$ cat src/rtl/branch_resolve_unit_if.sv
// EX-stage signal bundle for branch_resolve_unit.
// The perf-counter signals exist only when BRU_PERF_CNT_EN is defined.
interface branch_resolve_unit_if #(
  parameter int XLEN  = 32,
  parameter int CNT_W = 32
);
  logic            ex_valid;
  logic            stall;
  logic [6:0]      opcode;
  logic [2:0]      funct3;
  logic            V, C, N, Z;
  logic [XLEN-1:0] PC;
  logic [XLEN-1:0] imm;
  logic [XLEN-1:0] rs1_val;
  logic            redirect;
  logic [XLEN-1:0] redirect_pc;
  logic            flush;
  logic            busy;
  logic [XLEN-1:0] link_pc;
  logic            illegal_br;
`ifdef BRU_PERF_CNT_EN
  logic [CNT_W-1:0] br_count;
  logic [CNT_W-1:0] taken_count;
`endif

  modport master (
`ifdef BRU_PERF_CNT_EN
    input  br_count, taken_count,
`endif
    output ex_valid, stall, opcode, funct3, V, C, N, Z, PC, imm, rs1_val,
    input  redirect, redirect_pc, flush, busy, link_pc, illegal_br
  );

  modport slave (
`ifdef BRU_PERF_CNT_EN
    output br_count, taken_count,
`endif
    input  ex_valid, stall, opcode, funct3, V, C, N, Z, PC, imm, rs1_val,
    output redirect, redirect_pc, flush, busy, link_pc, illegal_br
  );
endinterface

$ cat src/rtl/branch_resolve_unit.sv
// EX-stage branch/jump resolution with multi-cycle wrong-path flush.
// Optional performance counters enabled by defining BRU_PERF_CNT_EN.
module branch_resolve_unit #(
  parameter int XLEN         = 32,
  parameter int FLUSH_CYCLES = 2,
  parameter int CNT_W        = 32
) (
  input  logic                 clk,
  input  logic                 reset_n,
  branch_resolve_unit_if.slave bus
);

  localparam int CW = (FLUSH_CYCLES > 1) ? $clog2(FLUSH_CYCLES) : 1;
  localparam logic [6:0] OP_BRANCH = 7'b1100011;
  localparam logic [6:0] OP_JAL    = 7'b1101111;
  localparam logic [6:0] OP_JALR   = 7'b1100111;

  if (FLUSH_CYCLES < 1 || CNT_W < 1) begin : g_bad_param
    $error("branch_resolve_unit: FLUSH_CYCLES and CNT_W must be >= 1");
  end

  typedef enum logic {IDLE, FLUSH} state_t;

  state_t          state_q, state_d;
  logic [CW-1:0]   cnt_q, cnt_d;
  logic            is_br, is_jal, is_jalr;
  logic            cond, bad_f3, resolve, taken;
  logic [XLEN-1:0] pc_sum, jalr_sum, target;
  logic            redirect_q, illegal_q;
  logic [XLEN-1:0] redirect_pc_q, link_pc_q;

  always_comb begin
    is_br    = (bus.opcode == OP_BRANCH);
    is_jal   = (bus.opcode == OP_JAL);
    is_jalr  = (bus.opcode == OP_JALR);
    cond     = 1'b0;
    bad_f3   = 1'b0;
    case (bus.funct3)
      3'b000:  cond = bus.Z;
      3'b001:  cond = !bus.Z;
      3'b100:  cond = bus.N ^ bus.V;
      3'b101:  cond = !(bus.N ^ bus.V);
      3'b110:  cond = !bus.C;
      3'b111:  cond = bus.C;
      default: bad_f3 = 1'b1;
    endcase
    // Wrong-path instructions in FLUSH are never resolved, so redirect cannot repeat.
    resolve  = bus.ex_valid && !bus.stall && (state_q == IDLE);
    taken    = resolve && (is_jal || is_jalr || (is_br && cond));
    pc_sum   = bus.PC + bus.imm;
    jalr_sum = bus.rs1_val + bus.imm;
    target   = is_jalr ? {jalr_sum[XLEN-1:1], 1'b0} : pc_sum;
  end

  always_comb begin
    state_d = state_q;
    cnt_d   = cnt_q;
    case (state_q)
      IDLE: begin
        if (taken) begin
          state_d = FLUSH;
          cnt_d   = CW'(FLUSH_CYCLES - 1);
        end
      end
      FLUSH: begin
        if (!bus.stall) begin
          if (cnt_q == '0) state_d = IDLE;
          else             cnt_d   = cnt_q - CW'(1);
        end
      end
      default: state_d = IDLE;
    endcase
  end

  always_ff @(posedge clk or negedge reset_n) begin
    if (!reset_n) begin
      state_q <= IDLE;
      cnt_q   <= '0;
    end else begin
      state_q <= state_d;
      cnt_q   <= cnt_d;
    end
  end

  // Pulses clear every cycle; a stall cannot stretch them because resolve needs !stall.
  always_ff @(posedge clk or negedge reset_n) begin
    if (!reset_n) begin
      redirect_q    <= 1'b0;
      illegal_q     <= 1'b0;
      redirect_pc_q <= '0;
      link_pc_q     <= '0;
    end else begin
      redirect_q <= taken;
      illegal_q  <= resolve && is_br && bad_f3;
      if (taken) begin
        redirect_pc_q <= target;
        link_pc_q     <= bus.PC + XLEN'(4);
      end
    end
  end

  assign bus.redirect    = redirect_q;
  assign bus.redirect_pc = redirect_pc_q;
  assign bus.link_pc     = link_pc_q;
  assign bus.illegal_br  = illegal_q;
  assign bus.flush       = (state_q == FLUSH);
  assign bus.busy        = (state_q == FLUSH);

`ifdef BRU_PERF_CNT_EN
  logic [CNT_W-1:0] br_cnt_q, tk_cnt_q;

  always_ff @(posedge clk or negedge reset_n) begin
    if (!reset_n) begin
      br_cnt_q <= '0;
      tk_cnt_q <= '0;
    end else begin
      if (resolve && (is_br || is_jal || is_jalr)) br_cnt_q <= br_cnt_q + CNT_W'(1);
      if (taken)                                    tk_cnt_q <= tk_cnt_q + CNT_W'(1);
    end
  end

  assign bus.br_count    = br_cnt_q;
  assign bus.taken_count = tk_cnt_q;
`endif

endmodule

$ cat src/flat_wrapper.sv
// flat-port wrapper written by rule: the top's interface ports become plain ports
module branch_resolve_unit_flat 
#(
  parameter int XLEN         = 32,
  parameter int FLUSH_CYCLES = 2,
  parameter int CNT_W        = 32
)
  (clk, reset_n, bus_ex_valid, bus_stall, bus_opcode, bus_funct3, bus_V, bus_C, bus_N, bus_Z, bus_PC, bus_imm, bus_rs1_val, bus_redirect, bus_redirect_pc, bus_flush, bus_busy, bus_link_pc, bus_illegal_br);
  branch_resolve_unit_if #(.XLEN(XLEN), .CNT_W(CNT_W)) bus_i ();
  input  logic clk;
  input  logic reset_n;
  input wire logic [$bits(bus_i.ex_valid)-1:0] bus_ex_valid;
  input wire logic [$bits(bus_i.stall)-1:0] bus_stall;
  input wire logic [$bits(bus_i.opcode)-1:0] bus_opcode;
  input wire logic [$bits(bus_i.funct3)-1:0] bus_funct3;
  input wire logic [$bits(bus_i.V)-1:0] bus_V;
  input wire logic [$bits(bus_i.C)-1:0] bus_C;
  input wire logic [$bits(bus_i.N)-1:0] bus_N;
  input wire logic [$bits(bus_i.Z)-1:0] bus_Z;
  input wire logic [$bits(bus_i.PC)-1:0] bus_PC;
  input wire logic [$bits(bus_i.imm)-1:0] bus_imm;
  input wire logic [$bits(bus_i.rs1_val)-1:0] bus_rs1_val;
  output wire logic [$bits(bus_i.redirect)-1:0] bus_redirect;
  output wire logic [$bits(bus_i.redirect_pc)-1:0] bus_redirect_pc;
  output wire logic [$bits(bus_i.flush)-1:0] bus_flush;
  output wire logic [$bits(bus_i.busy)-1:0] bus_busy;
  output wire logic [$bits(bus_i.link_pc)-1:0] bus_link_pc;
  output wire logic [$bits(bus_i.illegal_br)-1:0] bus_illegal_br;
  assign bus_i.ex_valid = bus_ex_valid;
  assign bus_i.stall = bus_stall;
  assign bus_i.opcode = bus_opcode;
  assign bus_i.funct3 = bus_funct3;
  assign bus_i.V = bus_V;
  assign bus_i.C = bus_C;
  assign bus_i.N = bus_N;
  assign bus_i.Z = bus_Z;
  assign bus_i.PC = bus_PC;
  assign bus_i.imm = bus_imm;
  assign bus_i.rs1_val = bus_rs1_val;
  assign bus_redirect = bus_i.redirect;
  assign bus_redirect_pc = bus_i.redirect_pc;
  assign bus_flush = bus_i.flush;
  assign bus_busy = bus_i.busy;
  assign bus_link_pc = bus_i.link_pc;
  assign bus_illegal_br = bus_i.illegal_br;
  branch_resolve_unit #(.XLEN(XLEN), .FLUSH_CYCLES(FLUSH_CYCLES), .CNT_W(CNT_W)) u_core (.clk(clk), .reset_n(reset_n), .bus(bus_i));
endmodule
$ cat config.mk
export PLATFORM = sky130hd
export DESIGN_NAME = branch_resolve_unit_flat
export DESIGN_NICKNAME = d
export VERILOG_FILES = /design/src/rtl/branch_resolve_unit_if.sv /design/src/rtl/branch_resolve_unit.sv /design/src/flat_wrapper.sv
export SDC_FILE = /design/constraint.sdc
export NUM_CORES = 1
export LEC_CHECK = 0
export CORE_ASPECT_RATIO = 2
export CORE_MARGIN = 2
export CORE_UTILIZATION = 54
export CTS_CLUSTER_DIAMETER = 100
export DETAILED_ROUTE_END_ITERATION = 10
export HOLD_SLACK_MARGIN = 0.1
export PLACE_DENSITY = 0.94
export SETUP_SLACK_MARGIN = 0.3
export SYNTH_ARGS = -nofsm -noshare
export SYNTH_HDL_FRONTEND = slang
export SYNTH_SLANG_ARGS = --single-unit
$ cat constraint.sdc
create_clock -name clk -period 5.1 [get_ports clk]
set_clock_uncertainty 0.2 [all_clocks]
set_input_delay 1.53 -clock clk [delete_from_list [all_inputs] [get_ports clk]]
set_output_delay 1.53 -clock clk [all_outputs]
set_load 0.01 [all_outputs]
==> results of run 1 <==
power by group:
group | internal, W | total [W] | switching [W]
clock network | 0.000406 | 0.000614 | 0.000209
logic | 0.000410 | 0.000838 | 0.000428
registers | 0.000601 | 0.000639 | 0.0000373
total | 0.00142 | 0.00209 | 0.000674
worst min-delay path by stage:
stage | start | slack, ps | endpoint | depth (start not counted)
3_5_place_dp | u_core.bus.redirect_pc[0] | 270 | u_core.bus.redirect_pc[0] | 2
6_report | u_core.bus.link_pc[18] | 280 | u_core.bus.link_pc[18] | 2
2_1_floorplan | u_core.cnt_q | 260 | u_core.bus.busy | 2
3_3_place_gp | u_core.bus.redirect_pc[0] | 260 | u_core.bus.redirect_pc[0] | 2
4_1_cts | u_core.bus.link_pc[18] | 280 | u_core.bus.link_pc[18] | 2
5_1_grt | u_core.bus.redirect_pc[9] | 300 | u_core.bus.redirect_pc[9] | 2
logic make-up (layout without fill, tap and decap cells):
family | after synthesis | in the layout | share of synthesized area (%)
buffers and inverters | 55 | 224 | 3.32
xor gates and xnor gates | 79 | 79 | 10.6
AOI/OAI and AO/OA | 280 | 280 | 26.8
DFF | 68 | 68 | 26.0
muxes | 5 | 5 | 0.764
adders and majority gates | 64 | 64 | 12.4
and+or+nand+nor | 283 | 283 | 20.2
state kept, by name, summed over array words and instances, names as in the netlist:
signal and flops:
u_core.cnt_q 1, u_core.bus.redirect 1, u_core.bus.link_pc 32, u_core.bus.busy 1, u_core.bus.redirect_pc 32, u_core.bus.illegal_br 1
area by class of cell:
| class | instances | area [µm²] | share of cell area (%) |
|---|---|---|---|
| Multi-Input combinational cell | 711 | 4650 | 53.0 |
| Clock inverter | 1 | 30.0 | 0.342 |
| Inverter | 19 | 71.3 | 0.813 |
| Tap cell | 147 | 184 | 2.10 |
| Clock buffer | 15 | 268 | 3.05 |
| Sequential cell | 68 | 1700 | 19.4 |
| Timing Repair Buffer | 189 | 1870 | 21.3 |
metal layers:
metal | global-route usage (%) | vias to the layer above
li1 | - | 3354
met1 | 39.0 | 3350
met2 | 53.4 | 441
met3 | 5.54 | 95
met4 | 19.0 | 0
met5 | 0 | -
cell usage in the layout (no fill, tap or decap), types with 5 or more instances in the layout:
cell type        netlist  final
mux2i_1                5      5
clkdlybuf4s50_1        0    180
and3_1                18     18
inv_1                 18     18
nand4_1               14     14
nor3_1                10     10
and2_1                 9      9
o211ai_1               5      5
a21o_1                37     37
nand2b_1               7      7
ha_1                  62     62
a211oi_1              19     19
dfrtp_1               68     68
clkbuf_16              0      9
a21oi_1               69     69
o21a_1                 8      8
xnor2_1               41     41
buf_4                  1      8
xor2_1                38     38
nor2b_1                6      6
nand2_1              120    120
o21bai_1               7      7
a31oi_1                8      8
nand3_1               30     30
nor2_1                49     49
o21ai_1               17     16
o21ai_0               75     75
through the flow:
stage	cells	power, W	area [µm²]
3_5_place_dp	1134	0.00146	8470
5_1_grt	1150	0.00220	8770
3_3_place_gp	1134	0.00143	8470
6_report	1150	0.00209	8770
4_1_cts	1150	0.00208	8770
2_1_floorplan	834	0.00110	6550
worst register-to-register path: stages (launching register included):
cell and delay [ps]:
dfrtp_1 420, nor4b_1 690, o21ai_4 330, inv_2 190, nand2_1 240, a2111oi_0 420, a21oi_1 100, o21ai_1 110
==> flow_summary.json, run 1 <==
{
  "status": "completed",
  "ff2ff_setup_slack_ps": 2320,
  "core_area_um2": 12000,
  "worstPathMaxFanout": 3,
  "cp_top_family": "compound AO/OA/AOI/OAI gates",
  "crit_path_end_kind": "flop",
  "fmax_mhz": 218,
  "ant_nets": 0,
  "gp_congestion": 1.04,
  "crit_chain": "clkdlybuf4s50_1 -> ha_1 -> fa_1 -> a211oi_1 -> nor2_1 -> o2111ai_1 -> a211oi_1 -> o221ai_1 -> nor3b_1 -> a2111oi_0 -> a21oi_1 -> o21ai_1",
  "syn_area_per_cell_um2": 7.86,
  "ctsHtreeMaxLevel": 3,
  "cts_hold_buf": 0,
  "synth_top_area_share_pct": 26.0,
  "layout_min_cycle_time_ps": 4600,
  "worstSetupPathType": "input pin to flop",
  "synth_flop_cell": "dfrtp_1",
  "wl_met1_um": 7850,
  "cpMostUsedCell": "a211oi_1",
  "hold_viol": 0,
  "initial_utilization_pct": 54.7,
  "synth_area_leader_cell": "dfrtp_1",
  "cts_sinks": 68,
  "pre_cts_ws_ps": 278,
  "seq_area_frac_synth_pct": 26.0,
  "grt_max_degree": 59,
  "post-cts-setup-buffers": 0,
  "grt_overflow": 0,
  "r2r_cells": 7,
  "final.setup.tns_ps": 0,
  "ys_top_cells_by_area": "dfrtp_1 (26%), ha_1 (12%), nand2_1 (6.9%)",
  "synthArstFlopShare_pct": 100,
  "io_buffers": 181,
  "synth.cell_area_um2": 6550,
  "cp.depth": 12,
  "leakagePower_nw": 3.86,
  "antennaDiodeCount": 0,
  "endpoint": "u_core.bus.redirect_pc[28]",
  "die_w_um": 81.9,
  "tightest_slew_ps": 987,
  "clock_latency_ps": 320,
  "drt_wl_total_um": 21300,
  "synth_nets": 1012,
  "synth_warnings": 0,
  "final-setup-viol-count": 0,
  "slowest_stage": "clkdlybuf4s50_1",
  "ys_ff_latch": 68,
  "layout.nets": 1176,
  "numCtsBuffers": 9,
  "rows": 57,
  "synth_edf_count": 0,
  "ctsResizeCount": 0,
  "cts_root_buf": "clkbuf_16",
  "hpwl_um": 16700,
  "grt_pass1_wl_um": 33800,
  "grt_usage_pct": 32.6,
  "tritoncts": "built",
  "dieArea_um2": 13100,
  "drcViolationCount": 0,
  "timing.rr.start": "u_core.bus.busy",
  "layout-drive-gt1-share_pct": 3.39,
  "slew_headroom_pct": 34.2,
  "syn_inst": 834,
  "fin_ws_ps": 502,
  "path_buf_inv": 1,
  "slew_viol_final": 0,
  "power_density_nw_per_um2": 238,
  "antenna_found_initial": 0,
  "crit_required_ps": 5150,
  "clk_pin_slew_ps": 50,
  "holdCritPathClass": "flop to flop",
  "timing.final.crit_share_pct": 90.1,
  "drv.max_cap_violation_count": 0,
  "vias": 7240,
  "synthTopCellsByCount": "nand2_1 (120), o21ai_0 (75), a21oi_1 (69), dfrtp_1 (68), ha_1 (62)",
  "whs_ps": 276,
  "maxUsedRoutingLayer": "met4",
  "max_stage_delay_ps": 470,
  "r2r_end": "u_core.bus.redirect_pc[28]",
  "syn_to_final_growth_pct": 33.8,
  "synth_cell_types": 68,
  "ir_drop_mv": 0.253,
  "die_h_um": 160,
  "fillCellCount": 870,
  "num_io_pins": 182,
  "initialDrtViolationCount": 638,
  "first_global_vias": 7142,
  "crit_path_start": "bus_imm[0]",
  "met3_length_um": 1960,
  "vias_per_cell": 6.30,
  "startpoint_type": "input pin",
  "synth.most_common_cell": "nand2_1",
  "rsz0062_at_grt": "no",
  "wl_met2_um": 10300,
  "drt_first_pass_iters": 5,
  "crit_arrival_ps": 4650,
  "clockBufferDepth": 2,
  "final_util_pct": 73.2,
  "wire_per_inst_um": 18.5
}
No activity file was read; power rests on OpenSTA's default activity.
==> run 2, diff against run 1 <==
- GPL_ROUTABILITY_DRIVEN: unset -> 0
- PLACE_DENSITY: 0.94 -> unset
- PLACE_DENSITY_LB_ADDON: unset -> 0.2
==> flow_summary.json, run 2 (synthesis results as in run 1) <==
{
  "final-setup-viol-count": 0,
  "grt_overflow": 0,
  "grt_pass1_wl_um": 31800,
  "status": "completed",
  "met1_usage_pct": 37.8,
  "crit_path_end_kind": "flop",
  "slowest_stage": "clkdlybuf4s50_1",
  "crit_chain": "clkdlybuf4s50_1 -> ha_1 -> fa_1 -> a211oi_1 -> nor2_1 -> o2111ai_1 -> a211oi_1 -> o221ai_1 -> nor3b_1 -> a2111oi_0 -> a21oi_1 -> o21ai_1",
  "max_stage_delay_ps": 460,
  "tritoncts": "built",
  "crit_required_ps": 5160,
  "crit_arrival_ps": 4640,
  "vias_per_cell": 6.11,
  "die_h_um": 160,
  "tightest_slew_ps": 705,
  "syn_to_final_growth_pct": 33.6,
  "cpMostUsedCell": "a211oi_1",
  "startpoint_type": "input pin",
  "hpwl_um": 16000,
  "drt_first_pass_iters": 6,
  "place_area_um2": 8460,
  "antennaDiodeCount": 0,
  "slew_headroom_pct": 53.0,
  "grt_max_degree": 73,
  "drv.max_cap_violation_count": 0,
  "ir_drop_mv": 0.223,
  "ctsHtreeMaxLevel": 3,
  "layout_min_cycle_time_ps": 4590,
  "wire_per_inst_um": 17.6,
  "r2r_end": "u_core.bus.redirect_pc[31]",
  "clock_latency_ps": 330,
  "final.setup.tns_ps": 0,
  "timing.rr.start": "u_core.bus.busy",
  "die_w_um": 81.9,
  "ctsResizeCount": 0,
  "busiest_layer": "met2",
  "ff2ff_setup_slack_ps": 2600,
  "grt_usage_pct": 30.8,
  "io_buffers": 181,
  "core_area_um2": 12000,
  "grt_util_met2_pct": 52.1,
  "layout.nets": 1174,
  "worstSetupPathType": "input pin to flop",
  "clk_pin_slew_ps": 50,
  "slew_viol_final": 0,
  "ant_nets": 0,
  "num_io_pins": 182,
  "min-delay-start": "u_core.bus.link_pc[3]",
  "r2r_cells": 7,
  "cts_root_buf": "clkbuf_16",
  "final_area_um2": 8760,
  "post-cts-setup-buffers": 0,
  "layout_commonest_cell": "clkdlybuf4s50_1",
  "clockBufferDepth": 2,
  "antenna_found_initial": 0,
  "vias": 7015,
  "drcViolationCount": 0,
  "worstHoldPathCells": 2,
  "grt_util_met3_pct": 3.45,
  "finalPower_w": 0.00209,
  "power_density_nw_per_um2": 239,
  "layout-drive-gt1-share_pct": 3.20,
  "rows": 57,
  "initialDrtViolationCount": 515,
  "drt_wl_total_um": 20200,
  "final_cell_mix": "clkdlybuf4s50_1 (180), nand2_1 (120), o21ai_0 (75)",
  "path_buf_inv": 1,
  "worstPathMaxFanout": 3,
  "cts_sinks": 68,
  "fmax_mhz": 218,
  "dieArea_um2": 13100,
  "hold_end": "u_core.bus.link_pc[3]",
  "cp_top_family": "compound AO/OA/AOI/OAI gates",
  "cts_hold_buf": 0,
  "initial_utilization_pct": 54.7,
  "timing.final.crit_share_pct": 89.9,
  "hold_viol": 0,
  "numCtsBuffers": 9,
  "holdCritPathClass": "flop to flop",
  "first_global_vias": 6813,
  "rsz0062_at_grt": "no",
  "fillCellCount": 965,
  "leakagePower_nw": 3.85
}
-- run 2: changes by cell type in the layout (fill, tap and decap cells not counted) --
| cell | change |
|---|---|
| buf_4 | -2 |
-- run 2: worst reg2reg max path, stage by stage (launching register included) --
cell and delay, ps:
dfrtp_1 410, nor4b_1 590, o21ai_4 140, inv_2 190
nand2_1 260, a2111oi_0 480, a211oi_1 90, nand2_1 80
-- run 2: where the power goes --
| part | switching, W | internal, W |
|---|---|---|
| clock | 0.000214 | 0.000406 |
| sequential | 0.0000353 | 0.000601 |
| combinational | 0.000426 | 0.000408 |
-- run 2: final cells by class --
class	instances	area, µm²	area share (%)
Clock inverter	1	30.0	0.343
Sequential cell	68	1700	19.4
Timing Repair Buffer	187	1850	21.1
Inverter	19	71.3	0.814
Multi-Input combinational cell	711	4650	53.1
Clock buffer	15	268	3.06
Tap cell	147	184	2.10
-- run 2: worst max path at each step --
stage               startpoint                          to  slack, ps  depth (start not counted)
floorplan           bus_imm[0]  u_core.bus.redirect_pc[16]       1100                         11
global placement    bus_imm[0]  u_core.bus.redirect_pc[28]        360                         12
detailed placement  bus_imm[0]  u_core.bus.redirect_pc[28]        250                         12
CTS                 bus_imm[0]  u_core.bus.redirect_pc[28]        570                         12
global route        bus_imm[0]  u_core.bus.redirect_pc[28]        330                         12
finish              bus_imm[0]  u_core.bus.redirect_pc[28]        510                         12
-- run 2: per-layer routing --
| metal | up-vias | routed length, µm | part of all wire, % |
|---|---|---|---|
| li1 | 3349 | - | - |
| met5 | - | 0 | 0 |
| met1 | 3247 | 8030 | 40 |
| met3 | 60 | 1460 | 7.2 |
| met4 | 0 | 720 | 3.6 |
| met2 | 359 | 9950 | 49 |
-- run 2: metrics by stage --
step | util [%] | instances | hold WS [ps] | setup slack [ps]
floorplan | - | 834 | 261 | 1100
global placement | 70.6 | 1132 | 257 | 357
detailed placement | 70.6 | 1132 | 262 | 247
CTS | 73.1 | 1148 | 274 | 571
global route | 73.1 | 1148 | 305 | 331
finish | 73.1 | 1148 | 270 | 513
